--- src/rtl/axis_insert_arbiter.sv ---
// Packet-level round-robin arbiter in front of axi_stream_insert_header.
// One source owns both header and stream channels until its last beat.
module axis_insert_arbiter #(
  parameter int DATA_WD      = 32,
  parameter int DATA_BYTE_WD = DATA_WD / 8,
  parameter int BYTE_CNT_WD  = $clog2(DATA_BYTE_WD),
  parameter int NUM_SRC      = 4,
  parameter int SRC_ID_WD    = $clog2(NUM_SRC)
) (
  input  logic                              clk,
  input  logic                              rst_n,
  input  logic [NUM_SRC-1:0]                s_valid,
  input  logic [NUM_SRC*DATA_WD-1:0]        s_data,
  input  logic [NUM_SRC*DATA_BYTE_WD-1:0]   s_keep,
  input  logic [NUM_SRC-1:0]                s_last,
  output logic [NUM_SRC-1:0]                s_ready,
  input  logic [NUM_SRC-1:0]                h_valid,
  input  logic [NUM_SRC*DATA_WD-1:0]        h_data,
  input  logic [NUM_SRC*DATA_BYTE_WD-1:0]   h_keep,
  input  logic [NUM_SRC*BYTE_CNT_WD-1:0]    h_cnt,
  output logic [NUM_SRC-1:0]                h_ready,
  output logic                              valid_in,
  output logic [DATA_WD-1:0]                data_in,
  output logic [DATA_BYTE_WD-1:0]           keep_in,
  output logic                              last_in,
  input  logic                              ready_in,
  output logic                              valid_insert,
  output logic [DATA_WD-1:0]                data_insert,
  output logic [DATA_BYTE_WD-1:0]           keep_insert,
  output logic [BYTE_CNT_WD-1:0]            byte_insert_cnt,
  input  logic                              ready_insert,
  output logic [SRC_ID_WD-1:0]              grant_id,
  output logic                              busy,
  output logic [15:0]                       pkt_beats
);

  typedef enum logic [1:0] {
    IDLE,
    HDR,
    BODY
  } state_t;

  state_t               state;
  state_t               state_nxt;
  logic [SRC_ID_WD-1:0] ptr;
  logic [SRC_ID_WD-1:0] pick;
  logic [NUM_SRC-1:0]   req;
  logic                 any_req;
  logic                 s_hs;
  logic                 h_hs;
  logic                 s_end;
  logic [15:0]          cnt;
  logic [15:0]          cnt_inc;

  // Scan ptr+1, ptr+2, ... so the last winner has lowest priority.
  function automatic logic [SRC_ID_WD-1:0] rr_pick(
    input logic [NUM_SRC-1:0]   r,
    input logic [SRC_ID_WD-1:0] p
  );
    logic [SRC_ID_WD-1:0] sel;
    logic [SRC_ID_WD-1:0] idx;
    logic                 hit;
    sel = '0;
    hit = 1'b0;
    for (int k = 1; k <= NUM_SRC; k++) begin
      idx = SRC_ID_WD'((int'(p) + k) % NUM_SRC);
      if (!hit && r[idx]) begin
        hit = 1'b1;
        sel = idx;
      end
    end
    return sel;
  endfunction

  assign req     = h_valid & s_valid;
  assign any_req = |req;
  assign pick    = rr_pick(req, ptr);
  assign s_hs    = valid_in & ready_in;
  assign h_hs    = valid_insert & ready_insert;
  assign s_end   = s_hs & last_in;
  assign cnt_inc = (cnt == 16'hFFFF) ? cnt : cnt + 16'd1;

  always_comb begin
    valid_in        = 1'b0;
    data_in         = '0;
    keep_in         = '0;
    last_in         = 1'b0;
    valid_insert    = 1'b0;
    data_insert     = '0;
    keep_insert     = '0;
    byte_insert_cnt = '0;
    s_ready         = '0;
    h_ready         = '0;
    if (state == HDR || state == BODY) begin
      valid_in          = s_valid[grant_id];
      data_in           = s_data[grant_id*DATA_WD +: DATA_WD];
      keep_in           = s_keep[grant_id*DATA_BYTE_WD +: DATA_BYTE_WD];
      last_in           = s_last[grant_id];
      s_ready[grant_id] = ready_in;
    end
    if (state == HDR) begin
      valid_insert      = h_valid[grant_id];
      data_insert       = h_data[grant_id*DATA_WD +: DATA_WD];
      keep_insert       = h_keep[grant_id*DATA_BYTE_WD +: DATA_BYTE_WD];
      byte_insert_cnt   = h_cnt[grant_id*BYTE_CNT_WD +: BYTE_CNT_WD];
      h_ready[grant_id] = ready_insert;
    end
  end

  // A one-beat packet can finish in HDR; last wins over the header step.
  always_comb begin
    state_nxt = state;
    unique case (state)
      IDLE: if (any_req) state_nxt = HDR;
      HDR: begin
        if (s_end)     state_nxt = IDLE;
        else if (h_hs) state_nxt = BODY;
      end
      BODY: if (s_end) state_nxt = IDLE;
      default: state_nxt = IDLE;
    endcase
  end

  always_ff @(posedge clk or negedge rst_n) begin
    if (!rst_n) begin
      state     <= IDLE;
      ptr       <= SRC_ID_WD'(NUM_SRC - 1);
      grant_id  <= '0;
      busy      <= 1'b0;
      pkt_beats <= '0;
      cnt       <= '0;
    end else begin
      state <= state_nxt;
      if (state == IDLE && any_req) begin
        grant_id <= pick;
        busy     <= 1'b1;
        cnt      <= '0;
      end
      if (s_hs) begin
        cnt <= cnt_inc;
        if (last_in) begin
          pkt_beats <= cnt_inc;
          ptr       <= grant_id;
          busy      <= 1'b0;
        end
      end
    end
  end

endmodule

--- config.mk ---
export PLATFORM = sky130hd
export DESIGN_NAME = axis_insert_arbiter
export DESIGN_NICKNAME = d
export VERILOG_FILES = /design/src/rtl/axis_insert_arbiter.sv
export SDC_FILE = /design/constraint.sdc
export NUM_CORES = 1
export LEC_CHECK = 0
export CAP_MARGIN = 20
export CORE_AREA = 3 3 159 161
export DETAILED_ROUTE_END_ITERATION = 8
export DIE_AREA = 0 0 162 164
export PLACE_DENSITY = 0.59
export SLEW_MARGIN = 40
export SYNTH_ARGS = -nofsm -noshare
export SYNTH_HDL_FRONTEND = slang
export SYNTH_SLANG_ARGS = --single-unit
--- constraint.sdc ---
create_clock -name clk -period 2 [get_ports clk]
set_input_delay 0.4 -clock clk [delete_from_list [all_inputs] [get_ports clk]]
set_output_delay 0.4 -clock clk [all_outputs]
set_load 0.1 [all_outputs]
# After elaboration in Yosys (flattened, before gate mapping)
# Index checks and enable logic that the tools add are counted.
# totals
ff_bits	39
in_bits	312
output_inout_bits	104
wordCells	92
# classes
addsub	5
n_lt_le_gt_ge	6
n_eq_ne	6
shifts	5
muxes	44
n_bitwise	6
n_reduce_logical	14
# ops
op	count
128-bit by 8-bit indexed part select with 32-bit output	2
32-bit two-way mux	2
16-bit two-way mux	3
16-bit by 5-bit indexed part select with 4-bit output	2
2-bit two-way mux	9
1-bit two-way mux	17
16-bit by 1-bit adder with 16-bit output (second input constant)	1
16-bit == test (second input constant)	1
4-bit two-way mux	4
2-bit by 3-bit less-than comparator with 1-bit output (second input constant)	5
1-bit binary-select mux with 2-bit select	7
4-bit bitwise AND	3
8-bit by 4-bit indexed part select with 2-bit output	1
2-bit one-hot mux with 3 select lines	1
1-bit logical AND	5
2-bit by 1-bit adder with 2-bit output (second input constant)	2
2-bit adder (second input constant)	2
2-bit inequality test (second input constant)	2
4-bit OR reduction	1
1-bit bitwise AND	3
1-bit logical NOT	3
3-bit inequality test (second input constant)	1
3-bit AND reduction	1
1-bit demux with 2-bit select	1
7 further kinds	7

# Longest topological paths before layout
# Gate-level depths: netlist of run 1.
# logic_depth
ltp_word	13
ltp_mapped	8
depth_no_buf	7

# Worst setup path before layout of run 1
# OpenSTA, ideal clock, no wires.
# synth_path
path_kind	register to output
start	register grant_id[1]
end	output port h_ready[0]
arrival_ns	3.384
required_ns	1.600
path_slack_ns	-1.784
path_stages_with_launch	4
path_buffers	2
path_cell_list	dfrtp_1 > clkbuf_1 > clkbuf_1 > nor3_1
# synth_via
elab_chain_len	6
elab_cells_between_ends	7
cone_classes	order compare: 2; mux: 3; bitwise: 1; reduce/logical: 1
# synth_rtl
element	line	rtl
start: declaration	32	output logic [SRC_ID_WD-1:0] grant_id,
start signal: assignment	135	grant_id <= pick;
2-bit by 3-bit less-than comparator with 1-bit output (implied by the code) or 2-bit by 1-bit >= comparator with 1-bit output (tied branches)	106	h_ready[grant_id] = ready_insert;
1-bit logical AND (implied by the code)	106	
1-bit two-way mux (implied by the code)	106	
1-bit demux with 2-bit select (*)	106	
4-bit bitwise AND (no source line) (*)	n/a	
4-bit two-way mux (*)	101	if (state == HDR) begin
end: declaration	21	output logic [NUM_SRC-1:0] h_ready,
# Mark *: on every way between the ends. The rest lies on a longest branch, timed or not.

# Worst setup path after layout of run 1
# layout_path
start	register grant_id[0]
end	output port data_insert[1]
# layout_via
elab_chain_len	2
# layout_rtl
element	line	rtl
128-bit by 8-bit indexed part select with 32-bit output	103	data_insert = h_data[grant_id*DATA_WD +: DATA_WD];
32-bit two-way mux	101	
end: declaration	28	output logic [DATA_WD-1:0] data_insert,
# No other way between the ends.

==> key figures, run 1 <==
Place
  • HPWL after DPL: about 23000 um
  • DP Worst Slack: -0.221 ns
  • DP Area: 10700 sq um
  • Routability Congestion: 0.927
  • Port bufs: 415

Routing
  • Drt first-iter violations: roughly 280
  • Pre-antenna DRT Iters: 5
  • Drt wl/cell: roughly 22 um
  • DRC: 0
  • Total length of routed met2 wires: approximately 14000 um
  • Metal3 WL: roughly 1700 um
  • Final ANT Viol Nets: 0
  • Highest metal used: met5
  • Total number of vias: 5529
  • Vias per cell: ~4.6
  • Met1 WL: 10100 um
  • Final WL: approximately 26000 um

Synth
  • Synthesized area per cell: 10.8 sq um
  • Share of the yosys chip area belonging to registers: a little over a fifth
  • Net count after synthesis: ~740
  • Seq cells post-synth: 39
  • Adder-Cell Fraction of Synth Area: between 1 and 1.5%
  • Simple-Gate Fraction of Synth Area: a little under a quarter
  • Gate count after technology mapping: 423
  • Largest family of logic cells by synthesized area: multiplexers
  • Multiplexer share of the synthesized area: approximately two fifths
  • Post-synthesis xor/xnor area fraction: about 1.7%
  • Netlist cell types: 50
  • Synth warnings: 0
  • Mapped Area: approximately 4500 sq um
  • Post-synthesis compound-gate area fraction: 9.27%

Job
  • Max cap viols: 0

Layout
  • Commonest non-fill, non-tap cell in the layout: clkdlybuf4s50_1
  • Final core utilization: between 40% and 50%
  • Area Growth Syn to Fin: 145%
  • Commonest cells after routing, fill and taps aside: clkdlybuf4s50_1, buf_12, and2_4
  • Layout Nets: 1199
  • Layout cells sized above 1: around 44%
  • Final instance area: between 10000 and 15000 sq um

Floorplanning
  • Die ar.: 26600 sq um
  • Die W: 162 um
  • Initial core utilization: between 10% and 20%
  • Core area: about 24000 sq um
  • FP Rows: 57
  • Top-Level Pins: 416
  • Die height: 164 um

STA
  • Clock Skew: between 0.004 and 0.005 ns
  • Setup WS post-layout: -0.340 ns
  • Slew @ Worst Pin: between 0.5 and 0.6 ns
  • # setup viols final: slightly below 90
  • Max frequency: about 430 MHz
  • Minimum clock period: approximately 2.3 ns
  • Total negative slack: -22.73 ns
  • RSZ-0062 raised after global routing: yes
  • Final Cycle Share: 117%
  • Max-slew violations: 0
  • Relative slew slack: 64.4%
  • Final Hold Fails: 0

Power
  • Sw Pwr: 10500 uW
  • Leak pwr: between 0.004 and 0.005 uW
  • Pint: 8700 uW
  • VDD IR-drop max: 1290 uV
  • Sequential share of power: under 10%
  • Switching part of the total power: 54.6%
  • Clock share of power: ~4.0%
  • Logic pwr share: 90.5%
  • Pwr Density: around 1700 nW/um^2

GRT
  • Overall Global Routing Usage: 18.9%
  • Largest net degree at the start of global routing: 37
  • Initial antenna violation count: 3
  • Remaining Overflow, GRT: 0
  • Vias in the first global route: ~5700
  • First-pass GRT wire length: 38000 um

Clock tree
  • Clock Latency Late Sink: approximately 0.28 ns
  • CTS H-tree depth: 2
  • Root Driver: clkbuf_16
  • CTS sink cnt: 39
  • CTS tree: done
  • CTS Buf Count: 5
  • CTS clk-pin slew, worst paths: 0.06 ns
  • Max clock buf depth: 2

Worst hold path
  • Worst Hold Class: in2async

Worst setup path
  • Crit end category: primary output
  • Arr. time, crit path: slightly below 2 ns
  • CP Class: reg2out
  • Worst setup SP type: register
  • Crit-path cells: buf_12 > buf_4 > mux4_2 > and2_4 > buf_12
  • CP most frequent cell: buf_12
  • Req. time, crit path: 1.60 ns
  • Critical path peak fanout: 15
  • Slowest cell on crit path: mux4_2
  • CP max stage delay: roughly 0.53 ns
  • Worst reg-to-reg setup slack: -0.08 ns

Outcome
  • Status: finished with violations
  • Failing checks: negative setup slack
## critical path: cells and delay by family, from the launching register on
family | cells | cell delay (ns)
buf+inv | 3 | 0.50
flops | 1 | 0.44
mux | 1 | 0.53
simple gates | 1 | 0.19
## cell usage after synthesis, drive strengths merged
library cell,count,area [sq um]
and2,79,494
mux4,77,1730
dfrtp,37,926
nand2,37,139
o21ai,27,143
nor2,22,90.1
buf,18,105
clkbuf,18,67.6
a21oi,12,60.1
nand3,9,60.1
nor3,7,46.3
nand4,6,37.5
xnor2,6,52.6
a22o,5,43.8
and4,5,45.0
inv,5,18.8
mux2i,5,50.1
o31ai,5,37.5
a311oi,4,35.0
a31oi,4,25.0
and3,4,25.0
ha,4,50.1
nand2b,3,18.8
xor2,3,26.3
a211oi,2,15.0
dfstp,2,52.6
nor4,2,18.8
or3,2,12.5
a21o,1,7.51
a222oi,1,10.0
a22oi,1,7.51
a31o,1,8.76
a41oi,1,8.76
mux2,1,11.3
nor2b,1,13.8
nor3b,1,7.51
o221a,1,11.3
o2bb2ai,1,8.76
or2,1,6.26
or2b,1,7.51
or4,1,11.3
## power by group through the flow
| stage | sequential (uW) | combinational [uW] | clock [uW] |
|---|---|---|---|
| floorplan | 1470 | 10300 | 0 |
| global placement | 1060 | 17000 | 0 |
| detailed placement | 1060 | 17000 | 0 |
| CTS | 1060 | 17300 | 787 |
| global route | 1080 | 17900 | 821 |
| finish | 1060 | 17300 | 763 |
## flip-flops by register name (all words and copies together), names as in the netlist
signal and flops:
cnt 16, pkt_beats 16, grant_id 2, ptr 2
state 2, busy 1
## cells by family (layout without fill, tap and decap cells)
| logic type | count (synthesis) | count (layout) |
|---|---|---|
| AND/OR/NAND/NOR | 181 | 181 |
| multiplexers | 83 | 83 |
| AO/OA/AOI/OAI | 66 | 66 |
| buffers and inverters | 41 | 502 |
| flip-flops | 39 | 39 |
| XOR/XNOR | 9 | 9 |
| adder cells (fa/ha/maj) | 4 | 4 |
| other | 0 | 2 |
## metal layers
| layer | track usage (%) | up-vias |
|---|---|---|
| met5 | 0 | - |
| met4 | 3.61 | 4 |
| met3 | 4.14 | 23 |
| met2 | 34.5 | 205 |
| met1 | 23.1 | 2745 |
| li1 | - | 2552 |
## through the flow
step | instances | hold slack, ns | power [uW]
2_1_floorplan | 423 | 0.104 | 11700
3_3_place_gp | 1189 | 0.354 | 18000
3_5_place_dp | 1189 | 0.355 | 18100
4_1_cts | 1203 | 0.0489 | 19100
5_1_grt | 1209 | 0.0657 | 19800
6_report | 1210 | 0.0426 | 19200
## cell type report
| type | count | area, sq um |
|---|---|---|
| Tap cell | 324 | 405 |
| Inverter | 5 | 18.8 |
| Multi-Input combinational cell | 343 | 3780 |
| Timing Repair Buffer | 489 | 5810 |
| Antenna cell | 2 | 5.00 |
| Sequential cell | 39 | 986 |
| Fill cell | 2250 | 13000 |
| Clock buffer | 8 | 136 |
## path summary, 6_finish.rpt
kind                       cells after the start                         to                       from
min reg2reg                                    2  pkt_beats[14]$_DFFE_PN0P_  pkt_beats[14]$_DFFE_PN0P_
min in group clk                               2  pkt_beats[14]$_DFFE_PN0P_  pkt_beats[14]$_DFFE_PN0P_
max reg2reg                                    7         cnt[0]$_DFFE_PN0P_    grant_id[0]$_DFFE_PN0P_
max in group asynchronous                      2         ptr[1]$_DFFE_PN1P_                      rst_n
min                                            1   pkt_beats[5]$_DFFE_PN0P_                      rst_n
max                                            5             data_insert[1]    grant_id[0]$_DFFE_PN0P_
## timing repair
action	in CTS	in global routing
pin swaps	3	5
hold buffers	0	0
cloned	0	1
resized for setup	24	29
endpoints found under the setup margin	98	109
setup buffers	7	4
No activity file was read; power rests on OpenSTA's default activity.
==> run 2: changes to the inputs <==
- CTS_CLUSTER_DIAMETER: not set -> 80
- TNS_END_PERCENT: not set -> 5
==> run 2 against run 1 <==
Effect of this change:
- fmax decreased by 0.70%
- routed wire length grew 16%
- critical path type unchanged
- highest routed layer unchanged
- total power is 0.42% lower
- the run still ends with negative setup slack left
- via count up 1.5%
- global-route usage is 3.1 points higher
- clock-buffer cell count shrank 3
==> key figures, run 2 (synthesized netlist as in run 1, its figures left out) <==
Clock tree
  • CTS sink cnt: 39
  • Max clock buf depth: 2
  • CTS clk-pin slew, worst paths: around 0.060 ns
  • Root Driver: clkbuf_16
  • CTS Buf Count: 5
  • CTS tree: done
  • CTS H-tree depth: 2
  • Clock Latency Late Sink: between 0.2 and 0.3 ns

Place
  • DP Worst Slack: -0.254 ns
  • Routability Congestion: a little over 0.9
  • HPWL after DPL: about 27000 um
  • Port bufs: between 400 and 500

STA
  • Final Hold Fails: 0
  • Setup WS post-layout: -0.356 ns
  • Slew @ Worst Pin: ~0.55 ns
  • Total negative slack: -23.98 ns
  • Final Cycle Share: 118%
  • # setup viols final: 83
  • Minimum clock period: 2.36 ns
  • Min Hold Slack: around 0.48 ns
  • RSZ-0062 raised after global routing: yes
  • Max-slew violations: 0
  • Clock Skew: between 0.006 and 0.007 ns
  • Relative slew slack: between 60% and 70%
  • Max frequency: 424 MHz

Power
  • Switching part of the total power: 54.6%
  • Pwr Density: around 1700 nW/um^2
  • Logic pwr share: roughly 90%
  • Clock share of power: ~4.8%
  • Sequential share of power: about 5.7%
  • Pwr Total: 19100 uW
  • Leak pwr: approximately 0.0043 uW
  • VDD IR-drop max: between 1000 and 1500 uV
  • Pint: around 8700 uW
  • Sw Pwr: between 10000 and 15000 uW

Layout
  • Commonest non-fill, non-tap cell in the layout: clkdlybuf4s50_1
  • Leading registers by flop count: cnt (16), pkt_beats (16)
  • Commonest cells after routing, fill and taps aside: clkdlybuf4s50_1, buf_12, mux4_2
  • Layout cells sized above 1: 40.5%
  • Layout Nets: around 1200
  • Area Growth Syn to Fin: 143%
  • Final core utilization: between 40 and 50%

Routing
  • Vias per cell: between 4 and 5
  • Total number of vias: ~5600
  • Pre-antenna DRT Iters: 4
  • Final WL: about 31000 um
  • DRC: 0
  • Drt wl/cell: around 25 um
  • Final ANT Viol Nets: 0
  • Drt first-iter violations: roughly 270

Outcome
  • Status: finished with violations
  • Failing checks: negative setup slack

GRT
  • Largest net degree at the start of global routing: 42
  • Initial antenna violation count: 43
  • Vias in the first global route: around 5700
  • First-pass GRT wire length: 41900 um
  • Remaining Overflow, GRT: 0
  • Overall Global Routing Usage: 22.0%

Floorplanning
  • FP Rows: 57
  • Core area: ~24000 sq um
  • Die height: ~160 um
  • Die W: 162 um
  • Die ar.: between 20000 and 30000 sq um
  • Initial core utilization: between 10% and 20%
  • Top-Level Pins: between 400 and 500

Worst setup path
  • Req. time, crit path: between 1.5 and 2 ns
  • Worst setup SP type: register
  • Crit end category: primary output
  • Critical path peak fanout: 12
  • CP Class: reg2out
  • Arr. time, crit path: 1.96 ns

Worst hold path
  • Worst Hold Class: reg2reg

Job
  • Max cap viols: 0
-- run 2: changes by cell type in the layout (fill, tap and decap cells not counted), sizes merged --
| cell | before | now |
|---|---|---|
| clkinv | 0 | 2 |
| clkbuf | 9 | 7 |
| bufbuf | 0 | 2 |
| buf | 178 | 174 |
| bufinv | 0 | 1 |
| clkdlybuf4s50 | 310 | 311 |
| diode | 2 | 10 |
-- run 2: critical path: stages (launching register included) --
cell and delay, ns:
dfrtp_4 0.43, buf_12 0.17, buf_12 0.17, mux4_2 0.53, and2_4 0.18, buf_12 0.16
-- run 2: per-layer routing --
metal | track usage (%) | vias to the layer above | part of all wire [%]
li1 | - | 2572 | -
met1 | 27.0 | 2632 | 39
met2 | 34.1 | 267 | 43
met3 | 13.9 | 81 | 15
met4 | 2.02 | 62 | 1.1
met5 | 0 | - | 1.3
-- run 2: power groups by stage --
| stage | logic [uW] | clock network [uW] | registers, uW |
|---|---|---|---|
| floorplan | 9270 | 0 | 1470 |
| global placement | 16000 | 0 | 1080 |
| detailed placement | 16100 | 0 | 1080 |
| CTS | 17100 | 934 | 1080 |
| global route | 17700 | 963 | 1100 |
| finish | 17100 | 910 | 1080 |
-- run 2: final cells by class --
| type | count | area, sq um |
|---|---|---|
| tap | 324 | 405 |
| multi-input combinational | 343 | 3640 |
| clock inverter | 3 | 43.8 |
| fill | 2252 | 13000 |
| timing repair buffer | 489 | 5820 |
| sequential | 39 | 986 |
| antenna | 10 | 25.0 |
| clock buffer | 5 | 125 |
| inverter | 5 | 18.8 |
-- run 2: path summary, 6_finish.rpt --
check	startpoint	endpoint	slack, ns	depth (start not counted)
max	grant_id[0]$_DFFE_PN0P_	data_insert[31]	-0.36	5
min	pkt_beats[6]$_DFFE_PN0P_	pkt_beats[6]$_DFFE_PN0P_	0.48	2
max reg2reg	grant_id[0]$_DFFE_PN0P_	state[1]$_DFFE_PN0P_	0.01	8
min reg2reg	pkt_beats[6]$_DFFE_PN0P_	pkt_beats[6]$_DFFE_PN0P_	0.48	2
max in group asynchronous	rst_n	grant_id[1]$_DFFE_PN0P_	1.04	2
min in group asynchronous	rst_n	pkt_beats[4]$_DFFE_PN0P_	0.56	2
-- run 2: repair_timing --
item	in CTS	in global routing
resized for setup	72	9
pin swaps	11	5
cloned	2	2
setup buffers	5	0
endpoints found under the setup margin	98	96
endpoints found under the hold margin	0	0
hold buffers	0	0
-- run 2: stage by stage --
stage | cells | instance area [sq um]
CTS | 1206 | 11000
floorplan | 423 | 4650
global placement | 1191 | 10500
finish | 1218 | 11100
global route | 1209 | 11000
detailed placement | 1191 | 10500
